`src/rtl/decoder38_pulse.sv`:
```
// decoder38_pulse
//   Queues 3-bit line codes in a small FIFO and replays each one as a
//   one-hot pulse on out. Each pulse is held for HOLD cycles and followed
//   by GAP forced-zero cycles.
//
// Parameters
//   DEPTH : code-queue entries (power of two, 2..16)
//   HOLD  : cycles a decoded line stays asserted (>=1)
//   GAP   : forced-zero cycles after each pulse (>=0)
//
// Ports
//   clk       : clock, rising-edge
//   rst       : synchronous active-high reset
//   en        : decode enable; low blocks pops and aborts an active pulse
//   in_valid  : in_code presented
//   in_code   : line index 0..7
//   in_ready  : queue not full (combinational from registered fill)
//   out       : registered one-hot decoded line
//   out_valid : registered, high while out is non-zero
//   fill      : registered queue occupancy
//   overflow  : sticky, set on in_valid while not ready
module decoder38_pulse #(
   parameter int unsigned DEPTH = 4,
   parameter int unsigned HOLD  = 2,
   parameter int unsigned GAP   = 1
) (
   input  logic                       clk,
   input  logic                       rst,
   input  logic                       en,
   input  logic                       in_valid,
   input  logic [2:0]                 in_code,
   output logic                       in_ready,
   output logic [7:0]                 out,
   output logic                       out_valid,
   output logic [$clog2(DEPTH):0]     fill,
   output logic                       overflow
);

   localparam int unsigned AW = $clog2(DEPTH);
   localparam int unsigned FW = AW + 1;

   typedef enum logic [1:0] {IDLE, DRIVE, GAP_ST} state_t;

   state_t          state, state_n;
   logic [15:0]     cnt, cnt_n;
   logic [7:0]      out_n;
   logic            out_valid_n;
   logic            push, pop;
   logic [2:0]      mem [DEPTH];
   logic [AW-1:0]   wptr, rptr;

   // No bypass: a full queue refuses input even when popping this cycle.
   assign in_ready = (fill != FW'(DEPTH));
   assign push     = in_valid & in_ready;

   always_comb begin
      state_n     = state;
      cnt_n       = cnt;
      out_n       = out;
      out_valid_n = out_valid;
      pop         = 1'b0;
      case (state)
         IDLE: begin
            if (en && (fill != '0)) begin
               pop                = 1'b1;
               state_n            = DRIVE;
               cnt_n              = '0;
               out_n              = '0;
               out_n[mem[rptr]]   = 1'b1;
               out_valid_n        = 1'b1;
            end
         end
         DRIVE: begin
            if (!en) begin
               state_n     = IDLE;
               out_n       = '0;
               out_valid_n = 1'b0;
            end else if (cnt == 16'(HOLD - 1)) begin
               state_n     = (GAP != 0) ? GAP_ST : IDLE;
               cnt_n       = '0;
               out_n       = '0;
               out_valid_n = 1'b0;
            end else begin
               cnt_n = cnt + 16'd1;
            end
         end
         GAP_ST: begin
            if (!en || (cnt == 16'(GAP - 1))) begin
               state_n = IDLE;
               cnt_n   = '0;
            end else begin
               cnt_n = cnt + 16'd1;
            end
         end
         default: begin
            state_n     = IDLE;
            cnt_n       = '0;
            out_n       = '0;
            out_valid_n = 1'b0;
         end
      endcase
   end

   always_ff @(posedge clk) begin
      if (rst) begin
         state     <= IDLE;
         cnt       <= '0;
         out       <= '0;
         out_valid <= 1'b0;
         fill      <= '0;
         wptr      <= '0;
         rptr      <= '0;
         overflow  <= 1'b0;
      end else begin
         state     <= state_n;
         cnt       <= cnt_n;
         out       <= out_n;
         out_valid <= out_valid_n;
         if (push) wptr <= wptr + 1'b1;
         if (pop)  rptr <= rptr + 1'b1;
         case ({push, pop})
            2'b10:   fill <= fill + FW'(1);
            2'b01:   fill <= fill - FW'(1);
            default: fill <= fill;
         endcase
         if (in_valid && !in_ready) overflow <= 1'b1;
      end
   end

   // Queue storage carries no reset; entries are only read once written.
   always_ff @(posedge clk) begin
      if (push) mem[wptr] <= in_code;
   end

endmodule

```
`config.mk`:
```
export PLATFORM = sky130hd
export DESIGN_NAME = decoder38_pulse
export DESIGN_NICKNAME = d
export VERILOG_FILES = /design/src/rtl/decoder38_pulse.sv
export SDC_FILE = /design/constraint.sdc
export NUM_CORES = 1
export LEC_CHECK = 0
export CORE_MARGIN = 2
export CORE_UTILIZATION = 42
export DETAILED_ROUTE_END_ITERATION = 7
export SYNTH_ARGS = -nofsm -noshare
export SYNTH_HDL_FRONTEND = slang
export SYNTH_SLANG_ARGS = --single-unit
```
`constraint.sdc`:
```
create_clock -name clk -period 2.45 [get_ports clk]
set_clock_uncertainty 0.05 [all_clocks]
set_input_delay 0.3675 -clock clk [delete_from_list [all_inputs] [get_ports clk]]
set_output_delay 0.3675 -clock clk [all_outputs]
set_load 0.01 [all_outputs]
```
# Word level (Yosys, flattened, before mapping)
# Memories as Yosys holds them, arrays and structs flattened. A register that Yosys moved wholly into a read port is not among the register bits.
# Index checks and enable logic that the tools add are counted.
word_totals:
  out_inout_bits: 14
  mem_count: 1
  wordCells: 68
  mem_bits_rw: 12
  regBits: 35
  in_bits: 7
memory_table:
  columns: ["memory", "depth", "word_bits", "read_ports", "rd_ports_with_merged_regs", "wr", "line", "rtl"]
  rows:
  - ["mem", 4, 3, 1, 1, 1, "49", "logic [2:0] mem [DEPTH];"]
op_classes:
  n_addsub: 5
  n_bitwise: 2
  magnitude_cmp: 2
  n_eq_ne: 10
  muxes: 27
  reduce_logical: 13
ops:
  columns: ["op", "count"]
  rows:
  - ["16-bit 2-to-1 mux", 4]
  - ["16-bit one-hot mux with 3 select lines", 1]
  - ["8-bit 2-to-1 mux", 3]
  - ["8-bit one-hot mux with 3 select lines", 1]
  - ["16-bit by 1-bit adder with 16-bit output, second input constant", 1]
  - ["16-bit by 1-bit == test with 1-bit output, second input constant", 1]
  - ["16-bit logical NOT", 1]
  - ["2-bit 2-to-1 mux", 6]
  - ["1-bit 2-to-1 mux", 8]
  - ["2-bit != test, second input constant", 3]
  - ["3-bit != test, second input constant", 2]
  - ["2-bit one-hot mux with 3 select lines", 1]
  - ["3-bit one-hot mux with 2 select lines", 1]
  - ["3-bit AND reduction", 2]
  - ["2-bit by 1-bit adder with 2-bit output, second input constant", 2]
  - ["2-bit by 1-bit == test with 1-bit output, second input constant", 2]
  - ["2-bit == test, second input constant", 2]
  - ["3-bit by 4-bit < comparator with 1-bit output, second input constant", 1]
  - ["3-bit by 1-bit adder with 3-bit output, second input constant", 1]
  - ["1-bit demux with 3-bit select", 1]
  - ["3-bit by 1-bit greater-or-equal comparator with 1-bit output, second input constant", 1]
  - ["1-bit logical AND", 3]
  - ["1-bit one-hot mux with 3 select lines", 1]
  - ["3-bit nonzero test", 1]
  - ["8 further kinds", 9]

# Logic depth before layout (Yosys ltp)
logic_depth:
  ltp_word: 6
  depth_mapped: 10
  mapped_depth_nobuf: 10

# Worst setup path after synthesis
# No wires, ideal clock.
synth_path:
  path_kind: "reg-to-reg"
  startpoint: "register state[0]"
  endpoint: "register fill[2]"
  arrival_ns: 2.073
  path_slack_ns: 0.256
  n_path_buf: 0
  path_stages_with_launch: 11
  setup_time_ns: 0.071
  period_less_slack_ns: 2.194
  t_required_ns: 2.329
  cell_sequence: "dfxtp_1 inv_1 ha_1 inv_1 nor2_1 ha_1 inv_1 fa_1 xor2_1 or3_1 a21oi_1"
synth_via:
  elab_chain_len: 4
  elab_cells_between_ends: 6
  classes_between: "2 x eq/ne; 2 x mux; 2 x reduce/logical"
synth_lines:
  columns: ["item", "line", "rtl"]
  rows:
  - ["start, declared", "44", "state_t state, state_n;"]
  - ["start signal, assigned", "115", "state <= state_n;"]
  - ["2-bit logical NOT *", "62", "case (state)"]
  - ["1-bit 2-to-1 mux *", "62", null]
  - ["via pop", "48", "logic push, pop;"]
  - ["2-bit by 1-bit == test with 1-bit output / 2-bit == test (equally long branches)", "121", "case ({push, pop})"]
  - ["3-bit one-hot mux with 2 select lines / 2-bit nonzero test (equally long branches)", null, null]
  - ["end signal, assigned", "122", "2'b10: fill <= fill + FW'(1);"]
  - ["end signal, assigned", "123", "2'b01: fill <= fill - FW'(1);"]
  - ["end signal, assigned", "124", "default: fill <= fill;"]
  - ["end, declared", "35", "output logic [$clog2(DEPTH):0] fill,"]
# The timed path passes the listed nets; every way through them passes the cells marked *.
# A chain may end at the register's enable or synchronous reset.

# Worst setup path in the final report
layout_path:
  startpoint: "register cnt[0]"
  endpoint: "register cnt[3]"
layout_via:
  elab_chain_len: 4
  elab_cells_between_ends: 8
  classes_between: "1 x add/sub; 1 x eq/ne; 4 x mux; 2 x reduce/logical"
layout_lines:
  columns: ["item", "line", "rtl"]
  rows:
  - ["start, declared", "45", "logic [15:0] cnt, cnt_n;"]
  - ["start signal, assigned", "116", "cnt <= cnt_n;"]
  - ["16-bit by 1-bit adder with 16-bit output, or another cell as far along", "84, 92", null]
  - ["16-bit 2-to-1 mux / 1-bit logical OR (equally long branches)", "78, 88", null]
  - ["16-bit 2-to-1 mux, on equally long branches", "74, 88", null]
  - ["16-bit one-hot mux with 3 select lines *", "62", null]
# Mark *: on every way between the ends. The rest lies on a longest branch, timed or not. The select of a mux whose other input is x is not followed.

==> flow_results.org <==
** Status
- Status :: finished clean

** Timing
- Final Cycle Share :: 0.914
- Crit path time final :: 2.24 ns
- Setup violations remaining at the end of the flow were counted as 0.
- Summed over all failing endpoints, the final setup total negative slack is 0 ns.
- The final max-slew violation count came to 0.
- The final hold violation count is 0.
- The worst pin sits at a relative slew slack of 0.428.
- At the pin with the least slew margin, the transition time is 0.847 ns.
- Setup repair after global routing left no endpoint under its margin.
- Max Clock Freq :: 447 MHz

** Placement
- The placed instances occupy a cell area of 0.00257 mm².
- The congestion estimate from routability-driven global placement came to 0.740.
- Summed over all nets, the half-perimeter wirelength after detailed placement is 2.94 mm.
- Count of buffers from port buffering :: 20

** Logic synthesis
- Most common cell in the netlist :: sky130_fd_sc_hd__dfxtp_1
- Dominant combinational cell family by area after synthesis :: simple AND/OR/NAND/NOR gates
- After synthesis, the cell types taking the most area are sky130_fd_sc_hd__dfxtp_1 (33%), sky130_fd_sc_hd__edfxtp_1 (16%), sky130_fd_sc_hd__ha_1 (6.1%).
- The share of synthesized area in the top cell type comes to 0.327.
- During synthesis, Yosys emitted a total of 0 warnings.
- The number of nets in the synthesized netlist is 241.
- Averaged over all synthesized cells, the footprint is 10.2 µm².
- Of the total synthesized cell area, the portion taken by XOR and XNOR cells is 0.0734.
- Total standard cell area after synthesis :: 0.00227 mm²
- In this run, synthesis produced a sequential element count of 49.
- Of the total synthesized cell area, the portion taken by AND, OR, NAND and NOR gates is 0.216.
- Counting flops with a built-in enable in the synthesized netlist gives 12.
- Of the total synthesized cell area, the portion taken by full adders, half adders and majority gates is 0.0695.
- Most frequently used flop master after synthesis :: sky130_fd_sc_hd__dfxtp_1
- Top cell types by occurrence after synthesis :: sky130_fd_sc_hd__dfxtp_1 (37), sky130_fd_sc_hd__nor2_1 (33), sky130_fd_sc_hd__nand2_1 (15)
- In this run, distinct cell masters in the synthesized netlist total 38.
- Portion of netlist area occupied by mux cells :: 0.0342
- The synthesized design spends more area on one cell type than any other, namely sky130_fd_sc_hd__dfxtp_1.
- The area fraction in compound gates after synthesis came to 0.0833.
- The share of the Yosys chip area taken by registers is 0.486.
- In the synthesized netlist the async set-or-reset flop fraction comes to 0.
- Counting every instance in the synthesized netlist gives 222.

** Floorplan
- The floorplan step set the die height to 77.5 µm.
- From left edge to right edge, the die measures 77.5 µm.
- The total area inside the core boundary comes to 0.00517 mm².
- Number of top-level pins :: 21
- Effective utilization at floorplan :: 0.438
- FP Rows :: 26
- The die covers 0.00600 mm².

** Setup path
- Critical Path End :: cnt[3]$_SDFFE_PP0P_
- Crit-path cells :: ha_1, or3b_2, nor4_4, o22ai_1, a31oi_4, buf_4, nor2_1
- Worst Setup End Kind :: flip-flop
- Along the worst path, the maximum fanout reaches 15.
- Critical path's largest stage delay :: 0.47 ns
- For the worst flop-to-flop path, the logic depth is 7.
- Startpoint of the worst register-to-register path :: cnt[0]$_SDFFE_PP0P_
- Worst endpoint data arrival time :: 2.39 ns
- Setup slack of the most critical reg-to-reg path :: 0.21 ns
- Worst setup path class :: flip-flop to flip-flop
- Slowest stage cell, crit path :: sky130_fd_sc_hd__or3b_2
- In this run the worst setup path begins at cnt[0]$_SDFFE_PP0P_.
- Critical Path Start Type :: flip-flop
- Terminus of the critical flop-to-flop path :: cnt[3]$_SDFFE_PP0P_
- Data required time of the worst path :: 2.60 ns

** Min path
- The worst hold path belongs to the class flip-flop to flip-flop.

** Detailed routing
- Antenna Violating Nets Remaining :: 0
- Post-route DRC :: 0
- Routed vias :: 1621
- Vias per std cell :: 5.03
- The pre-antenna-repair detailed-routing pass consisted of 4 iterations.
- Routed wire length :: 4.00 mm
- Detail-routed net length per standard cell :: 12.4 µm
- Violation count after the first detailed-routing iteration :: 65

** Clocking
- The clock tree synthesis step divided the H-tree into 2 levels.
- CTS Buf Count :: 5
- Number of setup buffers added after CTS :: 0
- TritonCTS built the clock tree.
- Sinks on the clock net :: 49
- Buffers inserted to repair hold after CTS numbered 0.
- In this run the deepest clock path goes through 2 buffers.
- Clock-pin slew reported for the worst setup and hold paths after clock tree synthesis :: 0.10 ns
- Root buffer selected by CTS :: sky130_fd_sc_hd__clkbuf_8
- Latest clock arrival within the worst-skew pair :: 0.31 ns

** Cells and area
- N_diodes :: 0
- At the end of the flow, the number of nets in the layout was 270.
- Final design utilization :: 0.520
- Fraction of final layout cells sized beyond drive strength 1 :: 0.139
- Cell area after layout :: 0.00269 mm²
- Layout Area Growth over Synthesis :: 18.7%

** GRT
- Number of antenna violations at the first check in global routing :: 0
- Overall overflow remaining after global route :: 0
- The number of global-route vias before repair was 1505.
- Total GRT Usage :: 0.151
- Pin count of the biggest net entering global routing :: 19
- The first global-routing pass estimated 7.16 mm of wire.

** Power and ir drop
- Worst vdd ir :: 548 µV
- Power spread over the standard cell area amounts to 878 mW/mm².
- Leakage :: 0.954 nW

** Run
- Max-cap check violation count :: 0
## power by group
part	total [mW]	switching, mW	internal, mW
sequential	1.02	0.0866	0.933
combinational	0.842	0.470	0.371
clock	0.501	0.289	0.212
## cell families after synthesis
kind of cell,count (synthesis)
compound gates,26
flops,49
buf+inv,19
xor+xnor,19
mux,4
simple gates,93
fa+ha+maj,12
## layer usage
layer  up-vias  track usage  routed length [µm]
li1        842            -                   -
met1       748        0.217                2090
met2        27        0.217                1720
met3         4       0.0442                 162
met4         0       0.0482                  28
met5         -            0                   0
## timing repair
| action | CTS | global route |
|---|---|---|
| setup endpoints to repair | 0 | 7 |
| gates resized for setup | 0 | 5 |
| endpoints found under the hold margin | 0 | 0 |
## cells in the final DEF (no fill, tap or decap), types with 7 or more instances in the layout
cell type,netlist,routed
sky130_fd_sc_hd__nand3_1,14,14
sky130_fd_sc_hd__a21oi_1,7,7
sky130_fd_sc_hd__nor2_1,33,32
sky130_fd_sc_hd__nand4_1,7,7
sky130_fd_sc_hd__edfxtp_1,12,12
sky130_fd_sc_hd__xor2_1,12,12
sky130_fd_sc_hd__inv_1,13,13
sky130_fd_sc_hd__xnor2_1,7,7
sky130_fd_sc_hd__ha_1,11,10
sky130_fd_sc_hd__buf_4,0,7
sky130_fd_sc_hd__dfxtp_1,37,37
sky130_fd_sc_hd__clkdlybuf4s50_1,0,20
sky130_fd_sc_hd__nand2_1,15,14
## how the worst min path moves through the flow
stage	endpoint	cells after the start	startpoint
floorplan	mem[0][0]$_DFFE_PP_	0	in_code[0]
finish	out[5]$_SDFFE_PP0P_	2	out[5]$_SDFFE_PP0P_
global placement	out[6]$_SDFFE_PP0P_	2	out[6]$_SDFFE_PP0P_
CTS	out[5]$_SDFFE_PP0P_	2	out[5]$_SDFFE_PP0P_
global route	out[3]$_SDFFE_PP0P_	2	out[3]$_SDFFE_PP0P_
detailed placement	out[5]$_SDFFE_PP0P_	2	out[5]$_SDFFE_PP0P_
## metrics by stage
| stage | instances | setup slack [ns] | hold WS [ns] | power (mW) |
|---|---|---|---|---|
| floorplan | 222 | 0.256 | 0.416 | 1.60 |
| global placement | 314 | -0.00294 | 0.404 | 1.85 |
| detailed placement | 314 | -0.0242 | 0.409 | 1.86 |
| CTS | 322 | 0.129 | 0.423 | 2.37 |
| global route | 322 | 0.00259 | 0.437 | 2.55 |
| finish | 322 | 0.210 | 0.420 | 2.36 |
## state kept, by name, summed over array words and instances, names as in the netlist, named ones only
signal     count
wptr           2
state          2
overflow       1
out_valid      1
out            8
rptr           2
cnt           16
mem           12
fill           3
## worst max-delay path: cells and delay by family (launching register included)
kind	cells	cell delay, ns
buf+inv	1	0.23
simple gates	3	0.80
flops	1	0.42
compound gates	2	0.42
fa+ha+maj	1	0.20
## layout make-up
type	count	area, µm²
multi-input cells	154	1100
repair buffers	27	253
clock buffers	5	68.8
flip-flops and latches	49	1100
well taps	70	87.6
fillers	465	2480
clock inverters	3	26.3
inverters	14	52.6
Power figures use the tool's default switching activity.
